## src/rtl/esfa_cell_sequencer_pkg.sv

```systemverilog
// Shared constants and types for the ESFA cell sequencer: opcodes, cell
// selectors, the idle bus pattern, FSM states and the step-pattern builder.
package esfa_pkg;

  // Host command opcodes
  localparam logic [2:0] OP_LOOKUP = 3'd0;
  localparam logic [2:0] OP_ENCODE = 3'd1;
  localparam logic [2:0] OP_ENRANK = 3'd2;
  localparam logic [2:0] OP_ALLOC  = 3'd3;
  localparam logic [2:0] OP_INSERT = 3'd4;
  localparam logic [2:0] OP_DELETE = 3'd5;
  localparam logic [2:0] OP_DEBUG  = 3'd6;
  localparam logic [2:0] OP_RSVD   = 3'd7;

  // Cell bus selectors
  localparam logic [7:0] SEL_UPDATE       = 8'd0;
  localparam logic [7:0] SEL_LOOKUP       = 8'd1;
  localparam logic [7:0] SEL_ENCODE       = 8'd2;
  localparam logic [7:0] SEL_CONGRUE_UP   = 8'd3;
  localparam logic [7:0] SEL_CONGRUE_DOWN = 8'd4;
  localparam logic [7:0] SEL_MARK_AVAIL   = 8'd5;
  localparam logic [7:0] SEL_ENRANK       = 8'd6;
  localparam logic [7:0] SEL_DEBUG        = 8'd7;

  typedef struct packed {
    logic [7:0] selector;
    logic [7:0] metadata;
    logic       is_metadata;
    logic [7:0] index;
    logic [7:0] value;
  } bus_pat_t;

  // Read-only in every cell; steps always differ from it via is_metadata.
  localparam bus_pat_t IDLE_PATTERN = '{
    selector:    8'd1,
    metadata:    8'd0,
    is_metadata: 1'b0,
    index:       8'd0,
    value:       8'd0
  };

  typedef enum logic [1:0] {
    ST_IDLE    = 2'd0,
    ST_ISSUE   = 2'd1,
    ST_CAPTURE = 2'd2,
    ST_RESP    = 2'd3
  } seq_state_t;

  // Build the bus pattern for a given command step. alloc is the handle
  // won by the INSERT allocation step and is only used by INSERT steps 1/2.
  function automatic bus_pat_t step_pattern(
    input logic [2:0] op,
    input logic [1:0] step,
    input logic [7:0] handle,
    input logic [7:0] index,
    input logic [7:0] value,
    input logic [7:0] aux,
    input logic [7:0] alloc
  );
    bus_pat_t p;
    p             = IDLE_PATTERN;
    p.is_metadata = 1'b1;
    case (op)
      OP_LOOKUP: begin
        p.selector = SEL_LOOKUP;
        p.metadata = handle;
        p.index    = index;
      end
      OP_ENCODE: begin
        p.selector = SEL_ENCODE;
        p.metadata = handle;
      end
      OP_ENRANK: begin
        p.selector = SEL_ENRANK;
        p.metadata = handle;
      end
      OP_ALLOC: begin
        p.selector = SEL_MARK_AVAIL;
      end
      OP_DEBUG: begin
        p.selector = SEL_DEBUG;
        p.metadata = handle;
      end
      OP_DELETE: begin
        p.selector = SEL_CONGRUE_DOWN;
        p.metadata = handle;
        p.index    = index;
      end
      OP_INSERT: begin
        case (step)
          2'd0: begin
            p.selector = SEL_MARK_AVAIL;
          end
          2'd1: begin
            p.selector = SEL_UPDATE;
            p.metadata = alloc;
            p.index    = index;
            p.value    = value;
          end
          default: begin
            p.selector = SEL_CONGRUE_UP;
            p.metadata = handle;
            p.index    = alloc;
            p.value    = aux;
          end
        endcase
      end
      default: begin
        p = IDLE_PATTERN;
      end
    endcase
    return p;
  endfunction

endpackage

```

## src/rtl/esfa_cell_sequencer_hit_select.sv

```systemverilog
// Priority encoder and mux over the cell outputs: the lowest-numbered
// hitting cell supplies result and context; with no hit everything is 0.
module esfa_hit_select #(
  parameter int N_CELLS = 8
) (
  input  logic [N_CELLS-1:0]   cell_bool,
  input  logic [8*N_CELLS-1:0] cell_result,
  input  logic [8*N_CELLS-1:0] cell_context,
  output logic                 any_hit,
  output logic [7:0]           winner,
  output logic [7:0]           winner_result,
  output logic [7:0]           winner_context
);

  // Scan from the top down so the lowest-numbered hitting cell is written last.
  always_comb begin
    any_hit        = |cell_bool;
    winner         = 8'd0;
    winner_result  = 8'd0;
    winner_context = 8'd0;
    for (int k = N_CELLS - 1; k >= 0; k--) begin
      winner         = cell_bool[k] ? 8'(k)                     : winner;
      winner_result  = cell_bool[k] ? cell_result[8*k +: 8]     : winner_result;
      winner_context = cell_bool[k] ? cell_context[8*k +: 8]    : winner_context;
    end
  end

endmodule

```

## src/rtl/esfa_cell_sequencer.sv

```systemverilog
// ESFA cell sequencer: expands one host command into single-cycle broadcast
// steps on the cell bus, captures the cells' registered outputs after each
// readable step and returns one prioritised response.
module esfa_cell_sequencer
  import esfa_pkg::*;
#(
  parameter int N_CELLS = 8
) (
  input  logic                 clk,
  input  logic                 rst_n,
  input  logic                 cmd_valid,
  output logic                 cmd_ready,
  input  logic [2:0]           cmd_op,
  input  logic [7:0]           cmd_handle,
  input  logic [7:0]           cmd_index,
  input  logic [7:0]           cmd_value,
  input  logic [7:0]           cmd_aux,
  output logic                 rsp_valid,
  input  logic                 rsp_ready,
  output logic                 rsp_hit,
  output logic                 rsp_err,
  output logic [7:0]           rsp_value,
  output logic [7:0]           rsp_context,
  output logic [7:0]           bus_selector,
  output logic [7:0]           bus_metadata,
  output logic                 bus_is_metadata,
  output logic [7:0]           bus_index,
  output logic [7:0]           bus_value,
  input  logic [N_CELLS-1:0]   cell_bool,
  input  logic [8*N_CELLS-1:0] cell_result,
  input  logic [8*N_CELLS-1:0] cell_context
);

  seq_state_t state_r, state_s;
  logic [2:0] op_r, op_s;
  logic [7:0] handle_r, handle_s;
  logic [7:0] index_r, index_s;
  logic [7:0] value_r, value_s;
  logic [7:0] aux_r, aux_s;
  logic [1:0] step_r, step_s;
  logic [7:0] alloc_r, alloc_s;
  bus_pat_t   bus_r, bus_s;
  logic       rsp_valid_r, rsp_valid_s;
  logic       rsp_hit_r, rsp_hit_s;
  logic       rsp_err_r, rsp_err_s;
  logic [7:0] rsp_value_r, rsp_value_s;
  logic [7:0] rsp_context_r, rsp_context_s;

  logic       any_hit_s;
  logic [7:0] winner_s;
  logic [7:0] winner_result_s;
  logic [7:0] winner_context_s;

  esfa_hit_select #(
    .N_CELLS(N_CELLS)
  ) u_hit_select (
    .cell_bool      (cell_bool),
    .cell_result    (cell_result),
    .cell_context   (cell_context),
    .any_hit        (any_hit_s),
    .winner         (winner_s),
    .winner_result  (winner_result_s),
    .winner_context (winner_context_s)
  );

  // Next-state, next-bus and next-response logic; every register holds by default.
  always_comb begin
    state_s       = state_r;
    op_s          = op_r;
    handle_s      = handle_r;
    index_s       = index_r;
    value_s       = value_r;
    aux_s         = aux_r;
    step_s        = step_r;
    alloc_s       = alloc_r;
    bus_s         = bus_r;
    rsp_valid_s   = rsp_valid_r;
    rsp_hit_s     = rsp_hit_r;
    rsp_err_s     = rsp_err_r;
    rsp_value_s   = rsp_value_r;
    rsp_context_s = rsp_context_r;
    case (state_r)
      ST_IDLE: begin
        if (cmd_valid) begin
          op_s     = cmd_op;
          handle_s = cmd_handle;
          index_s  = cmd_index;
          value_s  = cmd_value;
          aux_s    = cmd_aux;
          step_s   = 2'd0;
          alloc_s  = 8'd0;
          if (cmd_op == OP_RSVD) begin
            // Reserved opcode never touches the bus.
            state_s       = ST_RESP;
            rsp_valid_s   = 1'b1;
            rsp_hit_s     = 1'b0;
            rsp_err_s     = 1'b1;
            rsp_value_s   = 8'd0;
            rsp_context_s = 8'd0;
          end else begin
            state_s = ST_ISSUE;
            bus_s   = step_pattern(cmd_op, 2'd0, cmd_handle, cmd_index,
                                   cmd_value, cmd_aux, 8'd0);
          end
        end else begin
          state_s = ST_IDLE;
        end
      end
      ST_ISSUE: begin
        // A step is held for exactly one cycle: cells repeat writes while it is held.
        state_s = ST_CAPTURE;
        bus_s   = IDLE_PATTERN;
      end
      ST_CAPTURE: begin
        if ((op_r == OP_INSERT) && (step_r == 2'd0) && any_hit_s) begin
          alloc_s = winner_s;
          step_s  = 2'd1;
          state_s = ST_ISSUE;
          bus_s   = step_pattern(op_r, 2'd1, handle_r, index_r, value_r,
                                 aux_r, winner_s);
        end else if ((op_r == OP_INSERT) && (step_r == 2'd1)) begin
          step_s  = 2'd2;
          state_s = ST_ISSUE;
          bus_s   = step_pattern(op_r, 2'd2, handle_r, index_r, value_r,
                                 aux_r, alloc_r);
        end else begin
          state_s     = ST_RESP;
          rsp_valid_s = 1'b1;
          rsp_err_s   = 1'b0;
          if ((op_r == OP_INSERT) && (step_r == 2'd2)) begin
            // Last INSERT step is write-only; report the allocated handle.
            rsp_hit_s     = 1'b1;
            rsp_value_s   = alloc_r;
            rsp_context_s = 8'd0;
          end else if (op_r == OP_DELETE) begin
            // Cells hold stale flags on a write-only step; ignore them.
            rsp_hit_s     = 1'b1;
            rsp_value_s   = 8'd0;
            rsp_context_s = 8'd0;
          end else begin
            rsp_hit_s     = any_hit_s;
            rsp_value_s   = winner_result_s;
            rsp_context_s = winner_context_s;
          end
        end
      end
      ST_RESP: begin
        if (rsp_ready) begin
          state_s     = ST_IDLE;
          rsp_valid_s = 1'b0;
        end else begin
          state_s = ST_RESP;
        end
      end
      default: begin
        state_s     = ST_IDLE;
        bus_s       = IDLE_PATTERN;
        rsp_valid_s = 1'b0;
      end
    endcase
  end

  // State, latched command, bus and response registers.
  always_ff @(posedge clk or negedge rst_n) begin
    if (!rst_n) begin
      state_r       <= ST_IDLE;
      op_r          <= 3'd0;
      handle_r      <= 8'd0;
      index_r       <= 8'd0;
      value_r       <= 8'd0;
      aux_r         <= 8'd0;
      step_r        <= 2'd0;
      alloc_r       <= 8'd0;
      bus_r         <= IDLE_PATTERN;
      rsp_valid_r   <= 1'b0;
      rsp_hit_r     <= 1'b0;
      rsp_err_r     <= 1'b0;
      rsp_value_r   <= 8'd0;
      rsp_context_r <= 8'd0;
    end else begin
      state_r       <= state_s;
      op_r          <= op_s;
      handle_r      <= handle_s;
      index_r       <= index_s;
      value_r       <= value_s;
      aux_r         <= aux_s;
      step_r        <= step_s;
      alloc_r       <= alloc_s;
      bus_r         <= bus_s;
      rsp_valid_r   <= rsp_valid_s;
      rsp_hit_r     <= rsp_hit_s;
      rsp_err_r     <= rsp_err_s;
      rsp_value_r   <= rsp_value_s;
      rsp_context_r <= rsp_context_s;
    end
  end

  assign cmd_ready       = (state_r == ST_IDLE);
  assign rsp_valid       = rsp_valid_r;
  assign rsp_hit         = rsp_hit_r;
  assign rsp_err         = rsp_err_r;
  assign rsp_value       = rsp_value_r;
  assign rsp_context     = rsp_context_r;
  assign bus_selector    = bus_r.selector;
  assign bus_metadata    = bus_r.metadata;
  assign bus_is_metadata = bus_r.is_metadata;
  assign bus_index       = bus_r.index;
  assign bus_value       = bus_r.value;

endmodule
```

## config.mk

```make
export PLATFORM = sky130hd
export DESIGN_NAME = esfa_cell_sequencer
export DESIGN_NICKNAME = d
export VERILOG_FILES = /design/src/rtl/esfa_cell_sequencer_pkg.sv /design/src/rtl/esfa_cell_sequencer_hit_select.sv /design/src/rtl/esfa_cell_sequencer.sv
export SDC_FILE = /design/constraint.sdc
export NUM_CORES = 1
export LEC_CHECK = 0
export BUFFER_PORTS_ARGS = -buffer_cell sky130_fd_sc_hd__buf_2
export CORE_MARGIN = 8
export CORE_UTILIZATION = 40
export DETAILED_ROUTE_END_ITERATION = 10
export PLACE_DENSITY = 0.74
export SYNTH_ARGS = -nofsm -noshare
export SYNTH_HDL_FRONTEND = slang
export SYNTH_SLANG_ARGS = --single-unit
```

## constraint.sdc

```tcl
create_clock -name clk -period 2.5 [get_ports clk]
set_clock_uncertainty 0.1 [all_clocks]
set_input_delay 0.25 -clock clk [delete_from_list [all_inputs] [get_ports clk]]
set_output_delay 0.25 -clock clk [all_outputs]
set_load 0.01 [all_outputs]
```

Word-level counts from Yosys, hierarchy flattened
Cells that the tools add are included.
{"block": "classes", "eq_ne": 26, "muxes": 83, "n_reduce_logical": 27}
{"cell": "2-to-1 mux 8 bit", "n": 41}
{"cell": "2-to-1 mux 33 bit", "n": 4}
{"cell": "one-hot mux 33 bit (3 select lines)", "n": 1}
{"cell": "one-hot mux 8 bit (2 select lines)", "n": 5}
{"cell": "one-hot mux 3 bit (6 select lines)", "n": 2}
{"cell": "equality test 3 bit, second input constant", "n": 7}
{"cell": "2-to-1 mux 2 bit", "n": 8}
{"cell": "2-to-1 mux 1 bit", "n": 15}
{"cell": "one-hot mux 3 bit (5 select lines)", "n": 1}
{"cell": "OR reduction 7 bit", "n": 2}
{"cell": "equality test 3 x 2 -> 1 bit, second input constant", "n": 4}
{"cell": "inequality test 2 bit, second input constant", "n": 6}
{"cell": "OR reduction 5 bit", "n": 2}
{"cell": "one-hot mux 2 bit (4 select lines)", "n": 1}
{"cell": "OR reduction 8 bit", "n": 1}
{"cell": "equality test 2 bit, second input constant", "n": 3}
{"cell": "equality test 3 x 1 -> 1 bit, second input constant", "n": 2}
{"cell": "zero test 3 bit", "n": 2}
{"cell": "AND reduction 3 bit", "n": 2}
{"cell": "AND reduction 6 bit", "n": 1}
{"cell": "nonzero test 3 bit", "n": 2}
{"cell": "OR reduction 2 bit", "n": 3}
{"cell": "OR reduction 6 bit", "n": 1}
{"cell": "AND reduction 5 bit", "n": 1}
{"cell": "13 further kinds", "n": 19}
{"block": "word_totals", "register_bits": 99, "inputBits": 175, "wordCells": 154}

Depth between registers and ports, before layout
Gate-level depths: netlist of the first run.
{"block": "depth", "word_depth": 13, "mapped_depth": 11, "mapped_depth_nobuf": 7}

Modules after synthesis
A second synthesis of the first run with hierarchy kept.
{"block": "hier_totals", "cells_unflattened": 630, "area_unflattened_um2": 5995.8}
{"module": "esfa_cell_sequencer", "instances": 1, "cells_each": 458, "area_per_inst_um2": 4879.7, "seq_area_each_um2": 2353.5}
{"module": "esfa_hit_select", "instances": 1, "cells_each": 172, "area_per_inst_um2": 1116.1, "seq_area_each_um2": 0.0}

Worst setup path before layout of the first run
OpenSTA, ideal clock, no wires.
{"block": "synth_timing", "kind": "register to register", "from": "register op_r[0]", "to": "register rsp_value_r[0] (netlist: rsp_value[0])", "setup_time_ns": 0.127, "arrival_ns": 2.045, "required_time_ns": 2.273, "setup_slack_ns": 0.229, "stages_incl_launch_ff": 11, "n_path_buf": 3, "synth_period_minus_slack_ns": 2.271, "path_cell_list": "dfrtp_1 inv_1 ha_1 clkbuf_1 and2_1 buf_2 o311ai_4 and4_1 buf_4 o2111a_1 a221o_2"}
{"block": "synth_via", "elab_chain_len": 6, "elab_cells_between_ends": 14, "cone_classes": "eq/ne: 4; mux: 5; reduce/logical: 5"}
{"element": "start, declared", "line": "esfa_cell_sequencer.sv:35", "source": "logic [2:0] op_r, op_s;"}
{"element": "start signal, assigned", "line": "esfa_cell_sequencer.sv:182", "source": "op_r <= op_s;"}
{"element": "equality test 3 bit, on equally long branches"}
{"element": "2-to-1 mux 8 bit or logical AND 1 bit (tied branches)", "line": "esfa_cell_sequencer.sv:135, esfa_cell_sequencer.sv:130"}
{"element": "2-to-1 mux 8 bit", "line": "esfa_cell_sequencer.sv:130", "source": "if ((op_r == OP_INSERT) && (step_r == 2'd2)) begin"}
{"element": "2-to-1 mux 8 bit", "line": "esfa_cell_sequencer.sv:121", "source": "end else if ((op_r == OP_INSERT) && (step_r == 2'd1)) begin"}
{"element": "2-to-1 mux 8 bit", "line": "esfa_cell_sequencer.sv:115", "source": "if ((op_r == OP_INSERT) && (step_r == 2'd0) && any_hit_s) begin"}
{"element": "one-hot mux 8 bit (2 select lines)", "line": "esfa_cell_sequencer.sv:82", "source": "case (state_r)"}
{"element": "end signal, assigned", "line": "esfa_cell_sequencer.sv:193", "source": "rsp_value_r <= rsp_value_s;"}
{"element": "end, declared", "line": "esfa_cell_sequencer.sv:46", "source": "logic [7:0] rsp_value_r, rsp_value_s;"}
Parallel ways exist; a longest one is shown, timed or not. The select of a mux whose other input is x is not followed.
A chain may end at the register's enable or synchronous reset.

Worst setup path after layout of the first run
{"block": "layout_timing", "from": "register op_r[0]", "to": "register rsp_value_r[2] (netlist: rsp_value[2])"}
The elaborated chain is that of the path after synthesis.

==> metrics.txt, run 1 <==
status=completed; Crit Path Max Fanout=7; post-route antenna net violation count=0; leak pwr=0.003386 uW; initial drt markers=396; final net count=957; TritonCTS clock tree=yes; worst stage delay on the critical path=0.44 ns; Max-cap violations=0; core area=0.01314 sq mm; Slew Limit Fails=0; Hold Crit Class=in2reg; WL per Instance=19.76 um; area of the die=0.01730 sq mm; Post-synth ARST share=100.0%; Worst R2R Path Depth=8; Chip Width=131.5 um; leading cell types by count after synthesis=dfrtp_1 (88), nand2_1 (47), a21oi_1 (40); synth-to-layout area growth=30.62%; minimum clock period=2.374 ns; H-tree levels=3; Design Power=7384 uW; area leader, netlist=dfrtp_1; share of layout cells above drive strength 1=40.23%; startpoint types=flip-flop; worst-path cell chain=inv_1 > ha_1 > buf_4 > and3b_1 > o21ai_0 > and4_1 > o2111a_1 > a221o_2; IO Count=228; Post-Synthesis Cells=555; worst path bufs/invs=2; Logic pwr share=48.1%; average size of a mapped cell=9.622 sq um; clk buf depth=2; FMAX=421.2 MHz; Top delay family on crit path=compound AO/OA/AOI/OAI gates; Worst Path Arrival=2.54 ns; EDFF count, synth=0; period utilisation layout=94.97%; Psw=2929 uW; Vias/cell=5.726; Placement Setup Slack=0.02756 ns; top cell type's share of synthesized area=41.24%; final WL=18.76 mm; Ant. Diodes=0; synthesized area=0.005340 sq mm; Critical Path RT=2.67 ns; most frequent cell after synthesis=dfrtp_1; Worst-path clk slew=0.07 ns; Synth warnings=0; total congestion overflow=0; global-route wire length before repair=30.23 mm; Yosys cell types=56; worst setup margin=0.1258 ns; Site Rows=42; hold path startpoint=cmd_aux[4]; crit end category=flip-flop; Main synth FF type=dfrtp_1; starting density of the core=40.65%; total number of vias=5434; Sink Count=89; CTS Root Cell=clkbuf_16; pin count of the biggest net entering global routing=57; crit path from=op_r[0]$_DFFE_PN0P_; I/O Buffers=222; critical path class=reg2reg; post-synthesis sequential area ratio=41.73%; Num CTS Buffers=9; clock share of power=18.1%; post-route setup TNS=0 ns; Seq pwr share=33.7%; Max transition margin=58.79%; Clock Latency Late Sink=0.33 ns; initial antenna violation count=0; worst hold slack=0.03655 ns; GP Congestion=0.8848; # placed instances=932; vias in the first global route=5721; Levels on crit path=8; reg2reg start=op_r[0]$_DFFE_PN0P_; RSZ-0062 raised after global routing=no; switching fraction of total power=39.67%; final std cells w/o fill=949; Slew @ Worst Pin=0.6026 ns; Tot GR Track Use=21.35%; Post-DP HPWL=14.77 mm; hold depth=2; drt first pass iters=7; DRC=0; Yosys reg bits=89; die height=131.5 um; synth top area cells=dfrtp_1 (41%), mux2_2 (6.7%), a221oi_1 (4.3%), a21oi_1 (3.7%), nand2_1 (3.3%); Max IR drop VDD=0.5972 mV; crit path max-delay cell type=dfrtp_1; Fill cells=1257; Final Hold Vio Count=0; P_int=4455 uW; Finish-stage setup viols=0; Power Density=1059 mW/mm^2
-- path summary, 6_finish.rpt --
kind	end	slack, ns
worst max-delay path	rsp_value[2]$_DFFE_PN0P_	0.13
worst min-delay path	aux_r[4]$_DFFE_PN0P_	0.04
worst max register to register	rsp_value[2]$_DFFE_PN0P_	0.13
worst min register to register	rsp_hit$_DFFE_PN0P_	0.37
max in group asynchronous	bus_selector[0]$_DFFE_PN1P_	1.28
min in group asynchronous	aux_r[0]$_DFFE_PN0P_	0.32
-- placed cells by master (no fill, tap or decap), drive strengths merged, types with 14 or more instances in the layout --
cell type	instances
a21o	15
a21oi	40
a221oi	26
a32o	14
buf	250
dfrtp	88
ha	14
inv	22
mux2	33
nand2	48
nor2	37
o211ai	18
o21ai	31
o221ai	15
o22ai	18
-- kinds of logic after synthesis --
group,count (synthesis),share of synthesized area (%)
fa+ha+maj,14,3.280
simple gates,124,10.73
buf+inv,74,6.794
mux,37,7.779
other cells,1,0.07022
compound gates,216,29.62
flops,89,41.73
-- worst reg2reg max path: cells and delay by family, from the launching register on --
kind	cells	cell delay, ns
AOI/OAI and AO/OA	3	0.68
adders and majority gates	1	0.24
buffers and inverters	2	0.27
DFF	1	0.44
and+or+nand+nor	2	0.58
-- power by group through the flow --
| stage | Clock, uW | Sequential (uW) | Combinational, uW |
|---|---|---|---|
| finish | 1340 | 2490 | 3550 |
| global route | 1420 | 2570 | 3940 |
| CTS | 1370 | 2490 | 3550 |
| detailed placement | 0 | 2500 | 3540 |
| global placement | 0 | 2500 | 3440 |
| floorplan | 0 | 2520 | 2250 |
-- state kept, by name, summed over array words and instances, names as in the netlist --
signal	flops
bus_is_metadata	1
op_r	3
state_r	2
bus_index	8
rsp_context	8
rsp_hit	1
alloc_r	3
step_r	2
rsp_value	8
handle_r	8
bus_selector	3
bus_metadata	8
value_r	8
aux_r	8
rsp_err	1
rsp_valid	1
bus_value	8
index_r	8
-- final cells by class --
cell class                      count  area, sq um  share of cell area, %
Clock inverter                      5        62.56                 0.8969
Tap cell                          176        220.2                  3.157
Clock buffer                       11        232.7                  3.336
Sequential cell                    89         2228                  31.95
Multi-Input combinational cell    396         2781                  39.87
Inverter                           21        78.83                  1.130
Timing Repair Buffer              251         1371                  19.66
-- per-layer routing --
metal | global-route usage (%) | vias up | part of all wire (%)
met5 | 0 | - | 0
met4 | 7.849 | 0 | 2.4
met3 | 5.373 | 35 | 8.4
met2 | 37.10 | 275 | 49
met1 | 24.91 | 2588 | 40
li1 | - | 2536 | -
-- through the flow --
step / util, % / area, sq um
final: 53.10 / 6975
after global routing: 53.10 / 6975
after CTS: 53.00 / 6963
after detailed placement: 50.68 / 6658
after global placement: 50.68 / 6658
after floorplan: - / 5355
-- repair_timing --
item / 4_1_cts / 5_1_grt
hold buffers: 1 / 0
setup buffers: 0 / 0
endpoints found under the hold margin: 33 / 0
resized for setup: 0 / 3
endpoints found under the setup margin: 0 / 8
(Power assumes the default switching activity.)
==> run 2: changes to the inputs <==
--- a/config.mk
+++ b/config.mk
@@ -10,6 +10,7 @@
 export CORE_UTILIZATION = 40
 export DETAILED_ROUTE_END_ITERATION = 10
 export PLACE_DENSITY = 0.74
+export RECOVER_POWER = 25
 export SYNTH_ARGS = -nofsm -noshare
 export SYNTH_HDL_FRONTEND = slang
 export SYNTH_SLANG_ARGS = --single-unit
==> run 2 against run 1 <==
Cell area shrank 0.45%. First-iteration DRC count grew 5.1%. Global-route usage is the same. Critical path depth is the same. Critical endpoint is now bus_metadata[2]$_DFFE_PN0P_. Largest power group unchanged.
==> metrics.txt, run 2 (synthesis results as in run 1) <==
status=completed; pin count of the biggest net entering global routing=57 (unchanged); Crit Path Max Fanout=7 (unchanged); drt first pass iters=5 (-2); I/O Buffers=222 (unchanged); Chip Width=131.5 um (unchanged); initial drt markers=416 (+5.1%); Slew @ Worst Pin=0.8779 ns (+0.2753 ns); leak pwr=0.003301 uW (-2.5%); post-route setup TNS=0 ns (unchanged); Final Hold Vio Count=0 (unchanged); Worst Path Arrival=2.51 ns (-0.03 ns); DRC=0 (unchanged); CTS Root Cell=clkbuf_16; Design Power=7345 uW (-0.53%); Max IR drop VDD=0.5757 mV (-3.6%); WL per Instance=19.74 um (-0.12%); area of the die=0.01730 sq mm (unchanged); Hold Crit Class=in2reg; die height=131.5 um (unchanged); total number of vias=5404 (-0.55%); final net count=957 (unchanged); Vias/cell=5.694 (-0.55%); GP Congestion=0.8848 (unchanged); total congestion overflow=0 (unchanged); core area=0.01314 sq mm (unchanged); crit end category=flip-flop; H-tree levels=3 (unchanged); period utilisation layout=94.49% (-0.48 points); Worst-path clk slew=0.07 ns (about the same); post-route antenna net violation count=0 (unchanged); post-CTS setup buffer count=0 (unchanged); Sink Count=89 (unchanged); share of layout cells above drive strength 1=37.26% (-3.0 points); Tot GR Track Use=21.35% (unchanged); Num CTS Buffers=9 (unchanged); minimum clock period=2.362 ns (-0.01191 ns); global-route wire length before repair=30.23 mm (unchanged); IO Count=228 (unchanged); Max transition margin=41.47% (-17 points); vias in the first global route=5721 (unchanged); TritonCTS clock tree=yes; initial antenna violation count=0 (unchanged); Finish-stage setup viols=0 (unchanged); final WL=18.73 mm (-0.12%); Max-cap violations=0 (unchanged); critical path class=reg2reg; Slew Limit Fails=0 (unchanged); FMAX=423.3 MHz (+0.50%); starting density of the core=40.65% (unchanged); synth-to-layout area growth=30.04%; most frequent cells in the layout=buf_2 (198), dfrtp_1 (88), nand2_1 (46); commonest non-fill, non-tap cell in the layout=buf_2; Ant. Diodes=0 (unchanged); Clock Latency Late Sink=0.33 ns (about the same); RSZ-0062 raised after global routing=no; Power Density=1058 mW/mm^2 (about the same); clk buf depth=2 (unchanged); Critical Path RT=2.65 ns (-0.02 ns); Site Rows=42 (unchanged); Post-DP HPWL=14.77 mm (unchanged); startpoint types=flip-flop
==> run 2: worst max-delay path, stage by stage, from the launching register on <==
cell,delay [ns]
dfrtp_1,0.44
inv_1,0.10
ha_1,0.24
buf_4,0.17
nand4bb_1,0.23
o21ai_0,0.11
a2111oi_0,0.60
a21oi_1,0.10
o21ai_0,0.19
==> run 2: routing by layer <==
metal  global-route usage [%]  up-vias  routed length (um)
met5                        0        -                   0
met4                    7.849        0                 451
met3                    5.373       35                1473
met2                    37.10      238                9240
li1                         -     2530                   -
met1                    24.91     2601                7569
==> run 2: area by class of cell <==
cell class              count  area (sq um)
multi-input cells         396          2781
fillers                  1264          6193
repair buffers            251          1340
clock inverters             5         62.56
clock buffers              11         232.7
well taps                 176         220.2
flip-flops and latches     89          2228
inverters                  21         78.83
==> run 2: power by group <==
| group | switching [uW] | internal (uW) |
|---|---|---|
| Clock | 557 | 782 |
| Combinational | 1960 | 1550 |
| Sequential | 411 | 2090 |
| Total | 2930 | 4420 |
==> run 2: per-stage QoR <==
stage                     instances  setup WS (ns)  hold slack [ns]  utilization (%)  area (sq um)
final                           949         0.1377          0.03699            52.86          6944
after global routing            949        0.02037          0.03685            52.86          6944
after detailed placement        932        0.02756           0.1322            50.68          6658
after floorplan                 559         0.2289          -0.1456                -          5355
after global placement          932        0.06083           0.1318            50.68          6658
after CTS                       949        0.03138          0.02825            53.00          6963
==> run 2: final timing paths <==
check	slack (ns)	cells past startpoint	endpoint	start
hold / removal	0.04	2	aux_r[4]$_DFFE_PN0P_	cmd_aux[4]
setup / recovery	0.14	8	bus_metadata[2]$_DFFE_PN0P_	op_r[0]$_DFFE_PN0P_
setup reg to reg	0.14	8	bus_metadata[2]$_DFFE_PN0P_	op_r[0]$_DFFE_PN0P_
hold reg to reg	0.37	2	rsp_hit$_DFFE_PN0P_	rsp_hit$_DFFE_PN0P_
max in group asynchronous	0.98	3	bus_selector[0]$_DFFE_PN1P_	rst_n
min in group asynchronous	0.48	2	aux_r[0]$_DFFE_PN0P_	rst_n
==> run 2: what timing repair did <==
item / CTS / global route
resized for setup: 0 / 3
setup endpoints to repair: 0 / 8
hold buffers: 1 / 0
hold endpoints to repair: 33 / 0
